[src/rtl/wb_timer_multi_if.sv]
// Wishbone classic-pipelined bus bundle for wb_timer_multi; signal names follow the peripheral's port list.
interface wb_timer_multi_if;
  logic        wb_cyc_i;
  logic        wb_stb_i;
  logic        wb_we_i;
  logic [31:0] wb_addr_i;
  logic [31:0] wb_data_i;
  logic [3:0]  wb_sel_i;
  logic        wb_ack_o;
  logic        wb_stall_o;
  logic [31:0] wb_data_o;

  modport master (
    output wb_cyc_i, wb_stb_i, wb_we_i, wb_addr_i, wb_data_i, wb_sel_i,
    input  wb_ack_o, wb_stall_o, wb_data_o
  );

  modport slave (
    input  wb_cyc_i, wb_stb_i, wb_we_i, wb_addr_i, wb_data_i, wb_sel_i,
    output wb_ack_o, wb_stall_o, wb_data_o
  );
endinterface

[src/rtl/wb_timer_multi.sv]
// Multi-channel Wishbone timer: shared prescaler, NUM_CH compare channels (periodic/one-shot),
// sticky W1C interrupt status gated by a per-channel enable onto a single irq_o line.
module wb_timer_multi #(
  parameter logic [31:0] BASE_ADDR      = 32'h0,
  parameter int unsigned NUM_CH         = 4,
  parameter int unsigned CNT_WIDTH      = 32,
  parameter int unsigned PRESCALE_WIDTH = 16
) (
  input  logic             clk,
  input  logic             rst,
  wb_timer_multi_if.slave  wb,
  output logic             irq_o,
  output logic             tick_o
);

  logic [PRESCALE_WIDTH-1:0] prescale_q, prescale_d;
  logic [PRESCALE_WIDTH-1:0] pcnt_q, pcnt_d;
  logic [NUM_CH-1:0]         irq_status_q, irq_status_d;
  logic [NUM_CH-1:0]         irq_en_q, irq_en_d;
  logic [NUM_CH-1:0]         en_q, en_d;
  logic [NUM_CH-1:0]         oneshot_q, oneshot_d;
  logic [CNT_WIDTH-1:0]      cmp_q [NUM_CH];
  logic [CNT_WIDTH-1:0]      cmp_d [NUM_CH];
  logic [CNT_WIDTH-1:0]      cnt_q [NUM_CH];
  logic [CNT_WIDTH-1:0]      cnt_d [NUM_CH];
  logic                      ack_q, ack_d;
  logic [31:0]               rdata_q, rdata_d;

  logic                      accept, wr, tick, ch_wr;
  logic [29:0]               woff;
  logic                      in_win, glb_hit;
  logic [3:0]                grp;
  logic [1:0]                sub;
  logic [31:0]               rd_val, ctrl_new;
  logic [NUM_CH-1:0]         set_mask, clr_mask;

  function automatic logic [31:0] lane_merge(input logic [31:0] old_v, input logic [31:0] new_v,
                                             input logic [3:0] sel);
    logic [31:0] r;
    r = old_v;
    for (int unsigned b = 0; b < 4; b++) begin
      if (sel[b]) r[8*b +: 8] = new_v[8*b +: 8];
    end
    return r;
  endfunction

  // Word-granular offset; anything at or beyond 256 B from the base lands outside the window.
  assign woff    = wb.wb_addr_i[31:2] - BASE_ADDR[31:2];
  assign in_win  = (woff[29:6] == '0);
  assign grp     = woff[5:2];
  assign sub     = woff[1:0];
  assign glb_hit = in_win && (grp == 4'd0);

  always_comb begin
    rd_val = '0;
    if (glb_hit) begin
      case (sub)
        2'd0:    rd_val = 32'(prescale_q);
        2'd1:    rd_val = 32'(irq_status_q);
        2'd2:    rd_val = 32'(irq_en_q);
        default: rd_val = '0;
      endcase
    end
    for (int unsigned n = 0; n < NUM_CH; n++) begin
      if (in_win && (32'(grp) == n + 1)) begin
        case (sub)
          2'd0:    rd_val = {30'b0, oneshot_q[n], en_q[n]};
          2'd1:    rd_val = 32'(cmp_q[n]);
          2'd2:    rd_val = 32'(cnt_q[n]);
          default: rd_val = '0;
        endcase
      end
    end
  end

  always_comb begin
    accept       = wb.wb_cyc_i & wb.wb_stb_i & ~ack_q;
    wr           = accept & wb.wb_we_i;
    tick         = (pcnt_q == prescale_q);
    ack_d        = accept;
    rdata_d      = (accept && !wb.wb_we_i) ? rd_val : rdata_q;
    prescale_d   = prescale_q;
    pcnt_d       = tick ? '0 : pcnt_q + PRESCALE_WIDTH'(1);
    irq_en_d     = irq_en_q;
    en_d         = en_q;
    oneshot_d    = oneshot_q;
    set_mask     = '0;
    clr_mask     = '0;
    ctrl_new     = '0;
    ch_wr        = 1'b0;

    if (wr && glb_hit) begin
      case (sub)
        2'd0: begin
          prescale_d = PRESCALE_WIDTH'(lane_merge(32'(prescale_q), wb.wb_data_i, wb.wb_sel_i));
          pcnt_d     = '0;
        end
        2'd1:    clr_mask = NUM_CH'(lane_merge('0, wb.wb_data_i, wb.wb_sel_i));
        2'd2:    irq_en_d = NUM_CH'(lane_merge(32'(irq_en_q), wb.wb_data_i, wb.wb_sel_i));
        default: ;
      endcase
    end

    for (int unsigned n = 0; n < NUM_CH; n++) begin
      cmp_d[n] = cmp_q[n];
      cnt_d[n] = cnt_q[n];
      ch_wr    = wr && in_win && (32'(grp) == n + 1);
      // A CNT write on a tick edge replaces the count and skips event evaluation entirely.
      if (tick && en_q[n] && !(ch_wr && sub == 2'd2)) begin
        if (cnt_q[n] == cmp_q[n]) begin
          cnt_d[n]    = '0;
          set_mask[n] = 1'b1;
          if (oneshot_q[n]) en_d[n] = 1'b0;
        end else begin
          cnt_d[n] = cnt_q[n] + CNT_WIDTH'(1);
        end
      end
      if (ch_wr) begin
        case (sub)
          2'd0: begin
            ctrl_new     = lane_merge({30'b0, oneshot_q[n], en_q[n]}, wb.wb_data_i, wb.wb_sel_i);
            en_d[n]      = ctrl_new[0];
            oneshot_d[n] = ctrl_new[1];
          end
          2'd1:    cmp_d[n] = CNT_WIDTH'(lane_merge(32'(cmp_q[n]), wb.wb_data_i, wb.wb_sel_i));
          2'd2:    cnt_d[n] = CNT_WIDTH'(lane_merge(32'(cnt_q[n]), wb.wb_data_i, wb.wb_sel_i));
          default: ;
        endcase
      end
    end

    irq_status_d = (irq_status_q & ~clr_mask) | set_mask;
  end

  always_ff @(posedge clk or posedge rst) begin
    if (rst) begin
      prescale_q   <= '0;
      pcnt_q       <= '0;
      irq_status_q <= '0;
      irq_en_q     <= '0;
      en_q         <= '0;
      oneshot_q    <= '0;
      ack_q        <= 1'b0;
      rdata_q      <= '0;
      for (int unsigned n = 0; n < NUM_CH; n++) begin
        cmp_q[n] <= '0;
        cnt_q[n] <= '0;
      end
    end else begin
      prescale_q   <= prescale_d;
      pcnt_q       <= pcnt_d;
      irq_status_q <= irq_status_d;
      irq_en_q     <= irq_en_d;
      en_q         <= en_d;
      oneshot_q    <= oneshot_d;
      ack_q        <= ack_d;
      rdata_q      <= rdata_d;
      cmp_q        <= cmp_d;
      cnt_q        <= cnt_d;
    end
  end

  assign wb.wb_ack_o   = ack_q;
  assign wb.wb_stall_o = 1'b0;
  assign wb.wb_data_o  = rdata_q;
  assign irq_o         = |(irq_status_q & irq_en_q);
  // Registers all reset to zero, which would otherwise read as a tick during reset.
  assign tick_o        = tick & ~rst;

endmodule

[src/flat_wrapper.sv]
// flat-port wrapper written by rule: the top's interface ports become plain ports
module wb_timer_multi_flat 
#(
  parameter logic [31:0] BASE_ADDR      = 32'h0,
  parameter int unsigned NUM_CH         = 4,
  parameter int unsigned CNT_WIDTH      = 32,
  parameter int unsigned PRESCALE_WIDTH = 16
)
  (clk, rst, irq_o, tick_o, wb_wb_cyc_i, wb_wb_stb_i, wb_wb_we_i, wb_wb_addr_i, wb_wb_data_i, wb_wb_sel_i, wb_wb_ack_o, wb_wb_stall_o, wb_wb_data_o);
  wb_timer_multi_if wb_i ();
  input  logic clk;
  input  logic rst;
  output logic irq_o;
  output logic tick_o;
  input wire logic [$bits(wb_i.wb_cyc_i)-1:0] wb_wb_cyc_i;
  input wire logic [$bits(wb_i.wb_stb_i)-1:0] wb_wb_stb_i;
  input wire logic [$bits(wb_i.wb_we_i)-1:0] wb_wb_we_i;
  input wire logic [$bits(wb_i.wb_addr_i)-1:0] wb_wb_addr_i;
  input wire logic [$bits(wb_i.wb_data_i)-1:0] wb_wb_data_i;
  input wire logic [$bits(wb_i.wb_sel_i)-1:0] wb_wb_sel_i;
  output wire logic [$bits(wb_i.wb_ack_o)-1:0] wb_wb_ack_o;
  output wire logic [$bits(wb_i.wb_stall_o)-1:0] wb_wb_stall_o;
  output wire logic [$bits(wb_i.wb_data_o)-1:0] wb_wb_data_o;
  assign wb_i.wb_cyc_i = wb_wb_cyc_i;
  assign wb_i.wb_stb_i = wb_wb_stb_i;
  assign wb_i.wb_we_i = wb_wb_we_i;
  assign wb_i.wb_addr_i = wb_wb_addr_i;
  assign wb_i.wb_data_i = wb_wb_data_i;
  assign wb_i.wb_sel_i = wb_wb_sel_i;
  assign wb_wb_ack_o = wb_i.wb_ack_o;
  assign wb_wb_stall_o = wb_i.wb_stall_o;
  assign wb_wb_data_o = wb_i.wb_data_o;
  wb_timer_multi #(.BASE_ADDR(BASE_ADDR), .NUM_CH(NUM_CH), .CNT_WIDTH(CNT_WIDTH), .PRESCALE_WIDTH(PRESCALE_WIDTH)) u_core (.clk(clk), .rst(rst), .wb(wb_i), .irq_o(irq_o), .tick_o(tick_o));
endmodule
[config.mk]
export PLATFORM = sky130hd
export DESIGN_NAME = wb_timer_multi_flat
export DESIGN_NICKNAME = d
export VERILOG_FILES = /design/src/rtl/wb_timer_multi_if.sv /design/src/rtl/wb_timer_multi.sv /design/src/flat_wrapper.sv
export SDC_FILE = /design/constraint.sdc
export NUM_CORES = 1
export LEC_CHECK = 0
export ABC_AREA = 0
export BUFFER_PORTS_ARGS = -buffer_cell sky130_fd_sc_hd__buf_4
export CAP_MARGIN = 25
export CORE_ASPECT_RATIO = 0.7
export CORE_UTILIZATION = 30
export DETAILED_ROUTE_END_ITERATION = 8
export PLACE_DENSITY_LB_ADDON = 0.3
export SLEW_MARGIN = 25
export SYNTH_ARGS = -nofsm -noshare
export SYNTH_HDL_FRONTEND = slang
export SYNTH_SLANG_ARGS = --single-unit
[constraint.sdc]
create_clock -name clk -period 17.1 [get_ports clk]
set_clock_uncertainty 0.15 [all_clocks]
set_input_delay 1.71 -clock clk [delete_from_list [all_inputs] [get_ports clk]]
set_output_delay 1.71 -clock clk [all_outputs]
set_load 0.02 [all_outputs]
# After elaboration in Yosys (flattened, before gate mapping)
# Index checks and enable logic that the tools add are counted.
op_classes:
  n_addsub: 5
  n_bitwise: 10
  eq_ne: 31
  muxes: 68
  n_reduce_logical: 56
ops:
  columns: ["operator", "n"]
  rows:
  - ["$mux 32", 21]
  - ["$pmux 32 s3", 4]
  - ["$add 32x1->32 const B", 4]
  - ["$eq 32x32->1", 4]
  - ["$reduce_and 3->1", 23]
  - ["$ne 3x3->1 const B", 20]
  - ["$mux 16", 3]
  - ["$pmux 16 s3", 1]
  - ["$mux 1", 32]
  - ["$mux 8", 4]
  - ["$logic_and 1x1->1", 24]
  - ["$logic_not 24->1", 1]
  - ["$add 16x1->16 const B", 1]
  - ["$eq 16x16->1", 1]
  - ["$mux 4", 3]
  - ["$and 4x4->4", 2]
  - ["$eq 4x2->1 const B", 2]
  - ["$logic_not 1->1", 5]
  - ["$and 1x1->1", 4]
  - ["$eq 4x1->1 const B", 1]
  - ["$eq 4x3->1 const B", 1]
  - ["$logic_not 4->1", 1]
  - ["$not 4->4", 1]
  - ["$or 4x4->4", 1]
  - ["5 further kinds", 6]
word_totals:
  reg_bits: 337
  inputBits: 73
  output_inout_bits: 36
  wordCells: 217

# Longest topological paths before layout
depth:
  ltp_word: 11
  ltp_mapped: 10
  depth_no_buf: 8

# Worst setup path before layout
# No wires, ideal clock.
synth_path:
  kind: "input port to flip-flop"
  start: "in wb_wb_addr_i[27]"
  end: "reg u_core.cmp_q[105] (netlist bit)"
  arrival_ps: 3613
  path_buffers: 2
  required_ps: 16825
  setup_time_ps: 125
  path_stages: 8
  setup_slack_ps: 13212
  cell_sequence: "nor4_2 and4_1 buf_2 and4_1 buf_2 nand2_1 nor2_2 mux2_2"
synth_via:
  elab_chain_cells: 4
synth_rtl:
  columns: ["item", "line", "rtl"]
  rows:
  - ["start: declaration", "flat_wrapper.sv:18", "input wire logic [$bits(wb_i.wb_addr_i)-1:0] wb_wb_addr_i;"]
  - ["$logic_not 24->1", "wb_timer_multi.sv:49", "assign in_win = (woff[29:6] == '0);"]
  - ["$logic_and 1x1->1 (2 in series)", "wb_timer_multi.sv:107", "ch_wr = wr && in_win && (32'(grp) == n + 1);"]
  - ["$reduce_and 3->1 (no source line)", null, null]
  - ["end signal: assignment", "wb_timer_multi.sv:158", "cmp_q <= cmp_d;"]
  - ["end: declaration", "wb_timer_multi.sv:22", "logic [CNT_WIDTH-1:0] cmp_q [NUM_CH];"]
# No other way between the ends.
# A chain may end at the register's enable or synchronous reset.

# Worst setup path in the final report
layout_path:
  start: "in wb_wb_addr_i[2]"
  end: "reg u_core.rdata_q[31], in the netlist u_core.wb.wb_data_o[31]"
layout_via:
  elab_chain_cells: 6
  elab_cells_between_ends: 11
  classes_between: "eq/ne: 2; mux: 8; reduce/logical: 1"
layout_rtl:
  columns: ["item", "line", "rtl"]
  rows:
  - ["$eq 2x2->1 (tied with other cells)", "wb_timer_multi.sv:66", "case (sub)"]
  - ["$pmux 32 s3", "wb_timer_multi.sv:66", null]
  - ["$mux 32 (3 in series)", "wb_timer_multi.sv:65", "if (in_win && (32'(grp) == n + 1)) begin"]
  - ["$mux 32 (*)", "wb_timer_multi.sv:65", null]
  - ["end signal: assignment", "wb_timer_multi.sv:157", "rdata_q <= rdata_d;"]
  - ["end: declaration", "wb_timer_multi.sv:27", "logic [31:0] rdata_q, rdata_d;"]
# Every way passes the cells marked *; elsewhere a longest branch is shown, timed or not.

==> run_summary.xml <==
<?xml version="1.0" encoding="UTF-8"?>
<metrics>
  <group name="global_route">
    <metric name="grt_first_pass_wirelength" unit="µm">131000</metric>
    <metric name="grt_start_max_net_pins" unit="">169</metric>
    <metric name="number_of_global_route_vias_before_repair" unit="">18600</metric>
    <metric name="grt-ovfl-total" unit="">0</metric>
    <metric name="initial_antenna_violation_count" unit="">4</metric>
    <metric name="grtUsageTotal" unit="">0.250</metric>
  </group>
  <group name="timing">
    <metric name="setup_ws" unit="ns">12.00</metric>
    <metric name="setup_viol" unit="">0</metric>
    <metric name="timing.max_slew.rel_slack" unit="">0.304</metric>
    <metric name="hold_viol" unit="">0</metric>
    <metric name="setup_tns" unit="ns">0</metric>
    <metric name="hold_slack" unit="ns">0.336</metric>
    <metric name="post-route-period-util" unit="">0.298</metric>
    <metric name="report.final.slew_viol_count" unit="">0</metric>
    <metric name="maxClockFrequency" unit="GHz">0.196</metric>
    <metric name="max_slew.worst_pin.slew" unit="ns">1.03</metric>
    <metric name="period_needed" unit="ns">5.10</metric>
    <metric name="setup_repair_after_global_routing_missed_its_margin" unit="">no</metric>
  </group>
  <group name="synthesis">
    <metric name="synth_top_area_share" unit="">0.399</metric>
    <metric name="synthXorXnorAreaFrac" unit="">0.0766</metric>
    <metric name="synthSimpleGateAreaFrac" unit="">0.197</metric>
    <metric name="synth-compound-area-share" unit="">0.187</metric>
    <metric name="synth.avg_cell_area" unit="µm²">9.32</metric>
    <metric name="muxShareOfSynthArea" unit="">0.0998</metric>
    <metric name="synth_enable_flop_cells" unit="">0</metric>
    <metric name="ys_warn_count" unit="">0</metric>
    <metric name="fraction_of_registers_with_async_set_or_reset_after_synthesis" unit="">1.00</metric>
    <metric name="synth_cells" unit="">2270</metric>
    <metric name="yosys.area_share.adder" unit="">0.00296</metric>
    <metric name="syn_std_cell_area" unit="mm²">0.0212</metric>
    <metric name="dominant_combinational_cell_family_by_area_after_synthesis" unit="">simple AND/OR/NAND/NOR gates</metric>
    <metric name="synth-main-ff-cell" unit="">sky130_fd_sc_hd__dfrtp_1</metric>
    <metric name="post-synth-top-count-cell" unit="">sky130_fd_sc_hd__dfrtp_1</metric>
    <metric name="synth_largest_area_cell" unit="">sky130_fd_sc_hd__dfrtp_1</metric>
    <metric name="synthDistinctLibCells" unit="">81</metric>
    <metric name="synth-seq-cells" unit="">337</metric>
    <metric name="synth.cells.most_frequent" unit="">sky130_fd_sc_hd__dfrtp_1, sky130_fd_sc_hd__xor2_1, sky130_fd_sc_hd__nor2_1</metric>
    <metric name="synth.net_count" unit="">2348</metric>
    <metric name="synth_seq_area_share" unit="">0.399</metric>
    <metric name="cells_taking_the_most_area_after_synthesis" unit="">sky130_fd_sc_hd__dfrtp_1, sky130_fd_sc_hd__mux2_2, sky130_fd_sc_hd__xor2_1</metric>
  </group>
  <group name="place">
    <metric name="place_worst_setup_slack" unit="ns">11.64</metric>
    <metric name="port-buffer-count" unit="">105</metric>
    <metric name="gp_routability_congestion" unit="">0.944</metric>
    <metric name="dp_cells" unit="">3140</metric>
    <metric name="placedInstanceArea" unit="mm²">0.0227</metric>
    <metric name="place_hpwl" unit="µm">64900</metric>
  </group>
  <group name="clock_network">
    <metric name="tritoncts_clock_tree" unit="">yes</metric>
    <metric name="cts-buffers-inserted" unit="">38</metric>
    <metric name="clk_root_buffer_cell" unit="">sky130_fd_sc_hd__clkbuf_16</metric>
    <metric name="clk_path_buf_depth" unit="">3</metric>
    <metric name="clkSinkCount" unit="">337</metric>
    <metric name="worst_setup_hold_path_clk_slew" unit="ns">0.06</metric>
    <metric name="cts_repair_resize_count" unit="">0</metric>
    <metric name="clock_latency_on_the_worst_skew_pair" unit="ns">0.55</metric>
    <metric name="cts_setup_buffers" unit="">0</metric>
    <metric name="post_cts_hold_buffer_count" unit="">0</metric>
    <metric name="htreeDepth" unit="">2</metric>
  </group>
  <group name="power">
    <metric name="clock_power_share" unit="">0.480</metric>
    <metric name="p_sw" unit="mW">0.476</metric>
    <metric name="worst_ir_drop_vdd" unit="µV">52.5</metric>
    <metric name="p_per_area" unit="mW/mm²">76.6</metric>
    <metric name="portion_of_total_power_attributed_to_combinational_logic" unit="">0.079</metric>
    <metric name="power.share.switching" unit="">0.259</metric>
    <metric name="static_leakage_power" unit="nW">10.7</metric>
    <metric name="total_power_consumption_of_the_routed_design" unit="mW">1.84</metric>
    <metric name="seqPwrFrac" unit="">0.440</metric>
    <metric name="power_report.internal_total" unit="mW">1.36</metric>
  </group>
  <group name="floorplanning">
    <metric name="start_util" unit="">0.303</metric>
    <metric name="row_count" unit="">81</metric>
    <metric name="fp.dieH" unit="µm">224</metric>
    <metric name="die_width" unit="µm">319</metric>
    <metric name="die_area" unit="mm²">0.0716</metric>
    <metric name="boundaryPins" unit="">109</metric>
    <metric name="coreArea" unit="mm²">0.0698</metric>
  </group>
  <group name="setup_path">
    <metric name="worst_path_max_delay_cell" unit="">sky130_fd_sc_hd__o21ai_0</metric>
    <metric name="worst-r2r-cell-count" unit="">8</metric>
    <metric name="startpoint_type" unit="">input port</metric>
    <metric name="crit_required" unit="ns">17.44</metric>
    <metric name="crit_start" unit="">wb_wb_addr_i[2]</metric>
    <metric name="worstReg2RegEnd" unit="">u_core.cnt_q[80]$_DFFE_PP0P_</metric>
    <metric name="worst_setup_path_end_kind" unit="">register</metric>
    <metric name="criticalPathCategory" unit="">in2reg</metric>
    <metric name="worstReg2RegStart" unit="">u_core.wb.wb_ack_o$_DFF_PP0_</metric>
    <metric name="critical_path_peak_fanout" unit="">70</metric>
    <metric name="cell_class_contributing_the_biggest_share_of_worst_path_delay" unit="">buffers and inverters</metric>
    <metric name="cp_dominant_cell_by_count" unit="">sky130_fd_sc_hd__buf_4</metric>
    <metric name="worstPathBufferInverterCount" unit="">3</metric>
    <metric name="crit_arrival" unit="ns">5.44</metric>
    <metric name="worstPathCellList" unit="">buf_4, nor2b_4, buf_4, buf_4, a22oi_1, o21ai_0, o21ai_0, nand2_1</metric>
    <metric name="worst_path_largest_cell_delay" unit="ns">0.87</metric>
    <metric name="setup.reg_to_reg.worst_slack" unit="ns">12.88</metric>
  </group>
  <group name="hold_path">
    <metric name="hold_depth" unit="">2</metric>
    <metric name="worstHoldEndpoint" unit="">u_core.wb.wb_data_o[1]$_DFFE_PP0P_</metric>
    <metric name="min-delay-start" unit="">u_core.wb.wb_data_o[1]$_DFFE_PP0P_</metric>
    <metric name="worstHoldPathType" unit="">reg2reg</metric>
  </group>
  <group name="drt">
    <metric name="drt-vias-per-instance" unit="">6.25</metric>
    <metric name="drt_iter0_markers" unit="">2998</metric>
    <metric name="firstDrtPassIters" unit="">9</metric>
    <metric name="routed-via-count" unit="">20100</metric>
    <metric name="wl_per_cell" unit="µm">28.6</metric>
    <metric name="drt_drc_violations_left" unit="">0</metric>
    <metric name="final_antenna_net_count" unit="">0</metric>
    <metric name="routed_wirelength" unit="µm">91800</metric>
  </group>
  <group name="finish">
    <metric name="drive_gt1_frac" unit="">0.171</metric>
    <metric name="design_area" unit="mm²">0.0240</metric>
    <metric name="finish.cell_count_without_fillers" unit="">3210</metric>
    <metric name="nets" unit="">2346</metric>
    <metric name="fillers" unit="">7053</metric>
    <metric name="final_standard_cell_utilization_of_the_core" unit="">0.344</metric>
    <metric name="syn2layout_area_growth" unit="%">13.5</metric>
  </group>
  <group name="flow_run">
    <metric name="drv.max_cap_violation_count" unit="">0</metric>
  </group>
  <group name="status">
    <metric name="result_of_the_run" unit="">finished, final reports clean</metric>
  </group>
</metrics>
-- cell families after synthesis --
logic type,Yosys count
compound gates,583
xor+xnor,185
fa+ha+maj,5
buf+inv,208
flops,337
mux,192
other cells,1
simple gates,759
-- worst max path at each step --
stage                                                     end  slack [ns]  cells after the start
after floorplan                   u_core.cmp_q[0]$_DFFE_PP0P_        5.90                      1
after global placement          u_core.cmp_q[113]$_DFFE_PP0P_       11.67                      7
after detailed placement        u_core.cmp_q[116]$_DFFE_PP0P_       11.64                      7
after CTS                        u_core.cmp_q[87]$_DFFE_PP0P_       12.18                      7
after global routing      u_core.wb.wb_data_o[31]$_DFFE_PP0P_       11.92                      8
final                     u_core.wb.wb_data_o[31]$_DFFE_PP0P_       12.00                      8
-- state kept, by name, indices dropped and copies added (netlist names), 4 cells and up --
| name | cells |
|---|---|
| u_core.cmp_q | 128 |
| u_core.prescale_q | 16 |
| u_core.oneshot_q | 4 |
| u_core.irq_en_q | 4 |
| u_core.cnt_q | 128 |
| u_core.irq_status_q | 4 |
| u_core.pcnt_q | 16 |
| u_core.wb.wb_data_o | 32 |
| u_core.en_q | 4 |
-- layout by cell type, fill, tap and decap left out, types with 11 or more instances in the layout --
cell type and instances:
sky130_fd_sc_hd__buf_4 131, sky130_fd_sc_hd__nor4_2 13, sky130_fd_sc_hd__clkbuf_16 41, sky130_fd_sc_hd__and4_1 20, sky130_fd_sc_hd__mux2_2 142, sky130_fd_sc_hd__o31ai_1 24
sky130_fd_sc_hd__a21o_1 36, sky130_fd_sc_hd__o41ai_1 12, sky130_fd_sc_hd__inv_1 30, sky130_fd_sc_hd__nor4_1 49, sky130_fd_sc_hd__a21oi_1 65, sky130_fd_sc_hd__nor2_1 150
sky130_fd_sc_hd__a211oi_1 30, sky130_fd_sc_hd__and3_1 39, sky130_fd_sc_hd__nand3_1 98, sky130_fd_sc_hd__nand2_1 147, sky130_fd_sc_hd__a32oi_1 12, sky130_fd_sc_hd__nor2b_1 19
sky130_fd_sc_hd__mux2i_1 41, sky130_fd_sc_hd__dfrtp_1 337, sky130_fd_sc_hd__xnor2_1 19, sky130_fd_sc_hd__or3_1 11, sky130_fd_sc_hd__nand4_1 52, sky130_fd_sc_hd__o21ai_0 91
sky130_fd_sc_hd__a31oi_1 13, sky130_fd_sc_hd__a221oi_1 14, sky130_fd_sc_hd__o211ai_1 18, sky130_fd_sc_hd__and2_1 16, sky130_fd_sc_hd__xor2_1 166, sky130_fd_sc_hd__o22ai_1 93
sky130_fd_sc_hd__nor3_1 62, sky130_fd_sc_hd__a22oi_1 120
-- power groups by stage --
stage               combinational (mW)  clock (mW)  sequential (mW)
global route                     0.152       0.925            0.811
global placement                 0.141           0            0.825
finish                           0.146       0.883            0.810
floorplan                       0.0537           0            0.834
CTS                              0.143       0.891            0.810
detailed placement               0.142           0            0.825
-- per-layer routing --
layer	vias up	GRT usage	wire, µm
li1	8500	-	-
met1	10100	0.358	39300
met2	1284	0.334	36200
met3	161	0.105	13300
met4	2	0.0780	2950
met5	-	0	13
-- final cells by class --
type                            instances  area, µm²  area share
Multi-Input combinational cell       1725      12000       0.498
Sequential cell                       337       8430       0.351
Clock buffer                           60       1190      0.0495
Tap cell                              913       1140      0.0476
Timing Repair Buffer                  133       1030      0.0430
Inverter                               33        131     0.00547
Clock inverter                          8        120     0.00500
Antenna cell                            1       2.50    0.000104
-- worst register-to-register path, delay by kind of cell, from the launching register on --
family / cells / cell delay, ns
and+or+nand+nor: 5 / 2.82
buffers and inverters: 1 / 0.25
AOI/OAI and AO/OA: 2 / 0.44
DFF: 1 / 0.44
Power figures use the tool's default switching activity.
